`src/rtl/bf16_add_arb_if.sv`:
```
// Requester and result bundle for bf16_add_arb.
// Carries req_sub_i only when BF16_ADD_ARB_SUB_EN is defined.
interface bf16_add_arb_if #(
  parameter int unsigned N = 4
);
  localparam int unsigned ID_W = $clog2(N);

  logic [N-1:0]      req_valid_i;
  logic [N-1:0]      req_ready_o;
  logic [16*N-1:0]   req_a_i;
  logic [16*N-1:0]   req_b_i;
`ifdef BF16_ADD_ARB_SUB_EN
  logic [N-1:0]      req_sub_i;
`endif
  logic              res_valid_o;
  logic              res_ready_i;
  logic [15:0]       res_o;
  logic [ID_W-1:0]   res_id_o;
  logic              busy_o;

  modport slave (
`ifdef BF16_ADD_ARB_SUB_EN
    input  req_sub_i,
`endif
    input  req_valid_i,
    output req_ready_o,
    input  req_a_i,
    input  req_b_i,
    output res_valid_o,
    input  res_ready_i,
    output res_o,
    output res_id_o,
    output busy_o
  );

  modport master (
`ifdef BF16_ADD_ARB_SUB_EN
    output req_sub_i,
`endif
    output req_valid_i,
    input  req_ready_o,
    output req_a_i,
    output req_b_i,
    input  res_valid_o,
    output res_ready_i,
    input  res_o,
    input  res_id_o,
    input  busy_o
  );
endinterface

```
`src/rtl/bf16_add_arb.sv`:
```
// Round-robin arbiter feeding a shared two-stage BFloat16 adder pipeline.
// Define BF16_ADD_ARB_SUB_EN to add per-requester subtract (a - b).
module bf16_add_arb #(
  parameter int unsigned N = 4
) (
  input logic          clk,
  input logic          nreset,
  bf16_add_arb_if.slave bus
);
  localparam int unsigned ID_W = $clog2(N);

  // Round-to-nearest-even add with subnormal support.
  function automatic logic [15:0] bf16_add(input logic [15:0] a, input logic [15:0] b);
    logic [15:0] x, y;
    logic [9:0]  ex, ey, e, d;
    logic [11:0] mx, my, s;
    logic        sticky, inc;
    logic [8:0]  r;
    if (a[14:0] >= b[14:0]) begin
      x = a;
      y = b;
    end else begin
      x = b;
      y = a;
    end
    if (x[14:7] == 8'hFF) begin
      if (x[6:0] != 7'd0) return 16'h7FC0;
      if (y[14:0] == 15'h7F80 && x[15] != y[15]) return 16'h7FC0;
      return x;
    end
    ex = (x[14:7] == 8'd0) ? 10'd1 : {2'b00, x[14:7]};
    ey = (y[14:7] == 8'd0) ? 10'd1 : {2'b00, y[14:7]};
    mx = {1'b0, x[14:7] != 8'd0, x[6:0], 3'b000};
    my = {1'b0, y[14:7] != 8'd0, y[6:0], 3'b000};
    d  = ex - ey;
    sticky = 1'b0;
    for (int i = 0; i < 12; i++) begin
      if (i < int'(d)) begin
        sticky = sticky | my[0];
        my = {1'b0, my[11:1]};
      end
    end
    my[0] = my[0] | sticky;
    s = (x[15] == y[15]) ? mx + my : mx - my;
    if (s == 12'd0) return {x[15] & y[15], 15'd0};
    e = ex;
    if (s[11]) begin
      s = {1'b0, s[11:2], s[1] | s[0]};
      e = e + 10'd1;
    end else begin
      for (int i = 0; i < 11; i++) begin
        if (!s[10] && e > 10'd1) begin
          s = {s[10:0], 1'b0};
          e = e - 10'd1;
        end
      end
    end
    inc = s[2] & (s[1] | s[0] | s[3]);
    r = {1'b0, s[10:3]} + {8'd0, inc};
    if (r[8]) begin
      r = {1'b0, r[8:1]};
      e = e + 10'd1;
    end
    if (e >= 10'd255) return {x[15], 8'hFF, 7'd0};
    return {x[15], r[7] ? e[7:0] : 8'h00, r[6:0]};
  endfunction

  logic            v1_q, v1_d, v2_q, v2_d;
  logic [ID_W-1:0] rr_q, rr_d;
  logic [15:0]     a1_q, b1_q, sum2_q, b_eff, sum;
  logic [ID_W-1:0] id1_q, id2_q;
  logic            s2_free, s1_adv, s1_free;
  logic            gnt_vld;
  logic [ID_W-1:0] gnt_idx, idx;
  logic [N-1:0]    gnt;

  always_comb begin
    s2_free = !v2_q || bus.res_ready_i;
    s1_adv  = v1_q && s2_free;
    s1_free = !v1_q || s1_adv;
    gnt_vld = 1'b0;
    gnt_idx = '0;
    idx     = '0;
    gnt     = '0;
    // Walk downward so the requester closest to rr_q is written last and wins.
    for (int k = int'(N) - 1; k >= 0; k--) begin
      idx = ID_W'((int'(rr_q) + k) % int'(N));
      if (bus.req_valid_i[idx]) begin
        gnt_vld = 1'b1;
        gnt_idx = idx;
      end
    end
    if (!(s1_free && nreset)) gnt_vld = 1'b0;
    if (gnt_vld) gnt[gnt_idx] = 1'b1;

    rr_d = rr_q;
    if (gnt_vld) rr_d = (gnt_idx == ID_W'(N - 1)) ? '0 : gnt_idx + 1'b1;

    v1_d = v1_q;
    if (gnt_vld)     v1_d = 1'b1;
    else if (s1_adv) v1_d = 1'b0;

    v2_d = v2_q;
    if (s1_adv)                v2_d = 1'b1;
    else if (bus.res_ready_i)  v2_d = 1'b0;
  end

`ifdef BF16_ADD_ARB_SUB_EN
  logic sub1_q;
  always_ff @(posedge clk) begin
    if (gnt_vld) sub1_q <= bus.req_sub_i[gnt_idx];
  end
  assign b_eff = sub1_q ? {~b1_q[15], b1_q[14:0]} : b1_q;
`else
  assign b_eff = b1_q;
`endif

  assign sum = bf16_add(a1_q, b_eff);

  always_ff @(posedge clk) begin
    if (!nreset) begin
      v1_q <= 1'b0;
      v2_q <= 1'b0;
      rr_q <= '0;
    end else begin
      v1_q <= v1_d;
      v2_q <= v2_d;
      rr_q <= rr_d;
    end
  end

  // Data path carries no reset; the valid bits qualify it.
  always_ff @(posedge clk) begin
    if (gnt_vld) begin
      a1_q  <= bus.req_a_i[{gnt_idx, 4'b0000} +: 16];
      b1_q  <= bus.req_b_i[{gnt_idx, 4'b0000} +: 16];
      id1_q <= gnt_idx;
    end
    if (s1_adv) begin
      sum2_q <= sum;
      id2_q  <= id1_q;
    end
  end

  assign bus.req_ready_o = gnt;
  assign bus.res_valid_o = v2_q;
  assign bus.res_o       = sum2_q;
  assign bus.res_id_o    = id2_q;
  assign bus.busy_o      = v1_q | v2_q;
endmodule

```
`src/flat_wrapper.sv`:
```
// flat-port wrapper written by rule: the top's interface ports become plain ports
module bf16_add_arb_flat 
#(
  parameter int unsigned N = 4
)
  (clk, nreset, bus_req_valid_i, bus_req_ready_o, bus_req_a_i, bus_req_b_i, bus_res_valid_o, bus_res_ready_i, bus_res_o, bus_res_id_o, bus_busy_o);
  bf16_add_arb_if #(.N(N)) bus_i ();
  input logic clk;
  input logic nreset;
  input wire logic [$bits(bus_i.req_valid_i)-1:0] bus_req_valid_i;
  output wire logic [$bits(bus_i.req_ready_o)-1:0] bus_req_ready_o;
  input wire logic [$bits(bus_i.req_a_i)-1:0] bus_req_a_i;
  input wire logic [$bits(bus_i.req_b_i)-1:0] bus_req_b_i;
  output wire logic [$bits(bus_i.res_valid_o)-1:0] bus_res_valid_o;
  input wire logic [$bits(bus_i.res_ready_i)-1:0] bus_res_ready_i;
  output wire logic [$bits(bus_i.res_o)-1:0] bus_res_o;
  output wire logic [$bits(bus_i.res_id_o)-1:0] bus_res_id_o;
  output wire logic [$bits(bus_i.busy_o)-1:0] bus_busy_o;
  assign bus_i.req_valid_i = bus_req_valid_i;
  assign bus_req_ready_o = bus_i.req_ready_o;
  assign bus_i.req_a_i = bus_req_a_i;
  assign bus_i.req_b_i = bus_req_b_i;
  assign bus_res_valid_o = bus_i.res_valid_o;
  assign bus_i.res_ready_i = bus_res_ready_i;
  assign bus_res_o = bus_i.res_o;
  assign bus_res_id_o = bus_i.res_id_o;
  assign bus_busy_o = bus_i.busy_o;
  bf16_add_arb #(.N(N)) u_core (.clk(clk), .nreset(nreset), .bus(bus_i));
endmodule
```
`config.mk`:
```
export PLATFORM = sky130hd
export DESIGN_NAME = bf16_add_arb_flat
export DESIGN_NICKNAME = d
export VERILOG_FILES = /design/src/rtl/bf16_add_arb_if.sv /design/src/rtl/bf16_add_arb.sv /design/src/flat_wrapper.sv
export SDC_FILE = /design/constraint.sdc
export NUM_CORES = 1
export LEC_CHECK = 0
export ABC_AREA = 0
export CAP_MARGIN = 0
export CORE_ASPECT_RATIO = 1.75
export CORE_MARGIN = 4
export CORE_UTILIZATION = 43
export CTS_CLUSTER_DIAMETER = 50
export DETAILED_ROUTE_END_ITERATION = 8
export DONT_BUFFER_PORTS = 1
export PLACE_DENSITY = 0.54
export SYNTH_ARGS = -nofsm -noshare
export SYNTH_HDL_FRONTEND = slang
export SYNTH_SLANG_ARGS = --single-unit
```
`constraint.sdc`:
```
create_clock -name clk -period 54.1 [get_ports clk]
set_input_delay 5.41 -clock clk [delete_from_list [all_inputs] [get_ports clk]]
set_output_delay 5.41 -clock clk [all_outputs]
set_load 0.005 [all_outputs]
```
==> results by group <==
Logic synthesis
  • Mapped Area: 0.01363 mm2
  • Seq/Total Area, Yosys: about an eighth
  • Share of the synthesized area in the top cell type: 11.46%
  • Main synth FF type: edfxtp_1
  • Leading area contributor after synthesis: edfxtp_1
  • Area contributors post-synth: edfxtp_1, nand2_1, ha_1, nor2_1, a21oi_1
  • Syn Inst Count: 1,961
  • Yosys Warn Count: 0
  • Synthesized Nets: 2,167
  • Syn avg cell area: around 7 um2
  • Ys async rst share: 0%
  • Distinct cells, synth: 126
  • Number of synthesized flops with an enable pin: 52
  • Register bit total from synthesis: 56

Status
  • Run status: completed

STA
  • Relative slew slack: 11.36%
  • Minimum clock period: 32,820 ps
  • Fin crit share: 60.66%
  • Final setup vio count: 0
  • Final Hold Viols: 0
  • Clk_skew: 7.652 ps
  • RSZ-0062 raised after global routing: no
  • Setup TNS: 0 ps
  • Least-Margin Pin Slew: between 1000 and 1500 ps
  • Fmax: 30.47 MHz
  • Worst setup margin: 21,280 ps
  • Fin. max-slew vios: 0

Place
  • HPWL after detailed placement: 42,690 um
  • Placer Congestion: 0.9763
  • Placed Area: 0.01386 mm2
  • Pre-CTS setup slack: between 20,000 and 25,000 ps
  • I/O Buffers: 0

Global route
  • Total track usage: 28.39%
  • Initial antenna violation count: 0
  • Vias in the first global route: between 10,000 and 15,000
  • First-pass GRT wire length: 79,700 um
  • Global route overflow: 0
  • Largest net degree at the start of global routing: around 70

Floorplanning
  • Die Footprint: 0.03472 mm2
  • IO Pins: 159
  • Starting density of the core: 43.37%
  • Row count: 86
  • Chip Height: 243.5 um
  • DIE WIDTH: roughly 140 um
  • Core ar.: 0.03142 mm2

Power
  • Power Density: 74.68 mW/mm2
  • Switch share: 61.50%
  • Reg power frac: 6.9%
  • Internal: 0.0004034 W
  • Leakage Power: around 5.2 nW
  • Comb pwr share: about nine tenths
  • Psw: 0.0006445 W
  • VDD IR-drop max: 0.03779 mV
  • Clock network fraction of design power: between 3 and 4%

Routing
  • Drt wl/cell: 22.49 um
  • DRC: 0
  • ANT nets after route: 0
  • Detailed-route via count: 15,100
  • Iteration-0 DRC Markers: 899
  • Final wirelength: 51,380 um
  • TritonRoute pass-1 iters: 5
  • Vias per Instance: 6.612

Setup path
  • Max incr delay on CP: 1060 ps
  • Worst-path maximum fanout: 25
  • Worst path slowest cell: o31ai_1
  • Critical path data required time: 54,230 ps
  • Crit Path Category: flop to flop
  • Critical Path Most Common Cell: nor2_1
  • Worst Path Arrival: 32,940 ps
  • Crit end category: flop
  • Startpoint Class: flop

Min path
  • Tightest Hold Check Type: flop to flop

Clock tree
  • CTS root buffer: clkbuf_16
  • Post-CTS setup buffer count: 0
  • CTS hold repair buffers: 0
  • H-tree Lvls: 2
  • CTS tree: built
  • Sinks on Clock Net: 56
  • CTS Buffer Depth: 2
  • Clk_lat worst skew: approximately 310 ps
  • Post-cts resize count: 0
  • CTS buffer count: 5
  • Worst-path clk slew: 70 ps

Cells and area
  • Design area: 0.01403 mm2
  • Most common cell after layout, fill and taps aside: nand2_1
  • Most frequent cells in the layout: nand2_1, nor2_1, a21oi_1
  • NumNets Final: 2,092
  • Ratio of cells with drive above 1 in the final layout: 7.790%
  • Area grow syn2layout: 2.975%

Run
  • # Max-Cap Violations: 0
kinds of logic (layout without fill, tap and decap cells):
group                      after synthesis  in the layout  share of synthesized area, %
buffers and inverters                  187            113                         5.537
adders and majority gates               71             71                         6.629
xor gates and xnor gates                63             63                         4.104
DFF                                     56             56                         12.05
muxes                                   77             77                         5.968
and+or+nand+nor                        858            858                         31.77
AOI/OAI and AO/OA                      649            649                         33.95
other                                    0              1                             0
power by group through the flow:
stage	Sequential, W	Combinational [W]	Clock (W)
2_1_floorplan	0.0000695	0.000693	0
3_3_place_gp	0.0000734	0.000918	0
3_5_place_dp	0.0000734	0.000919	0
4_1_cts	0.0000725	0.000924	0.0000381
5_1_grt	0.0000730	0.00103	0.0000395
6_report	0.0000723	0.000938	0.0000374
cell usage after synthesis, drive strengths merged, types with 52 or more instances:
| master | count |
|---|---|
| ha | 69 |
| mux2i | 52 |
| and3 | 57 |
| a21oi | 130 |
| xnor2 | 52 |
| edfxtp | 52 |
| nor2 | 173 |
| nor3 | 64 |
| nand2 | 286 |
| o21ai | 123 |
| nand3 | 58 |
| inv | 82 |
| clkbuf | 66 |
stage by stage:
step | util (%) | total power (W) | hold WS [ps] | instances
6_report | 44.66 | 0.001048 | 421.8 | 2284
5_1_grt | 44.65 | 0.001141 | 447.3 | 2283
3_5_place_dp | 44.12 | 0.0009924 | 408.4 | 2275
4_1_cts | 44.65 | 0.001035 | 426.0 | 2283
2_1_floorplan | - | 0.0007625 | 400.3 | 1961
3_3_place_gp | 44.12 | 0.0009918 | 406.7 | 2275
worst max-delay path: cells and delay by family, from the launching register on:
kind	cells	cell delay, ps
AO/OA/AOI/OAI	35	11210
AND/OR/NAND/NOR	45	10180
XOR/XNOR	5	1970
flip-flops	1	460
multiplexers	4	1610
adder cells (fa/ha/maj)	15	5020
buffers and inverters	13	2120
registers in the layout, indices dropped and copies added (netlist names):
| register | flops |
|---|---|
| u_core.id1_q | 2 |
| u_core.a1_q | 16 |
| u_core.bus.res_o | 16 |
| u_core.b1_q | 16 |
| u_core.bus.res_valid_o | 1 |
| u_core.v1_q | 1 |
| u_core.bus.res_id_o | 2 |
| u_core.rr_q | 2 |
area by class of cell:
cell class              instances  area, um2
repair buffers                 22      165.2
fillers                      3388      17390
inverters                      83      311.5
multi-input cells            1718      11250
clock buffers                   6      128.9
flip-flops and latches         56       1642
diodes                          1      2.502
well taps                     396      495.5
clock inverters                 2      38.79
path summary, 6_finish.rpt:
kind                   start  slack (ps)                endpoint  depth (start not counted)
min reg2reg  u_core.id1_q[0]         420  u_core.bus.res_id_o[0]                          0
max reg2reg  u_core.b1_q[12]       21280     u_core.bus.res_o[3]                        117
max          u_core.b1_q[12]       21280     u_core.bus.res_o[3]                        117
min          u_core.id1_q[0]         420  u_core.bus.res_id_o[0]                          0
per-layer routing:
metal  routed length [um]  track usage, %
met1                17540           27.00
met2                28350           56.28
met3                 1608           1.669
met4                 3874           18.75
met5                    0               0
Power figures use the tool's default switching activity.
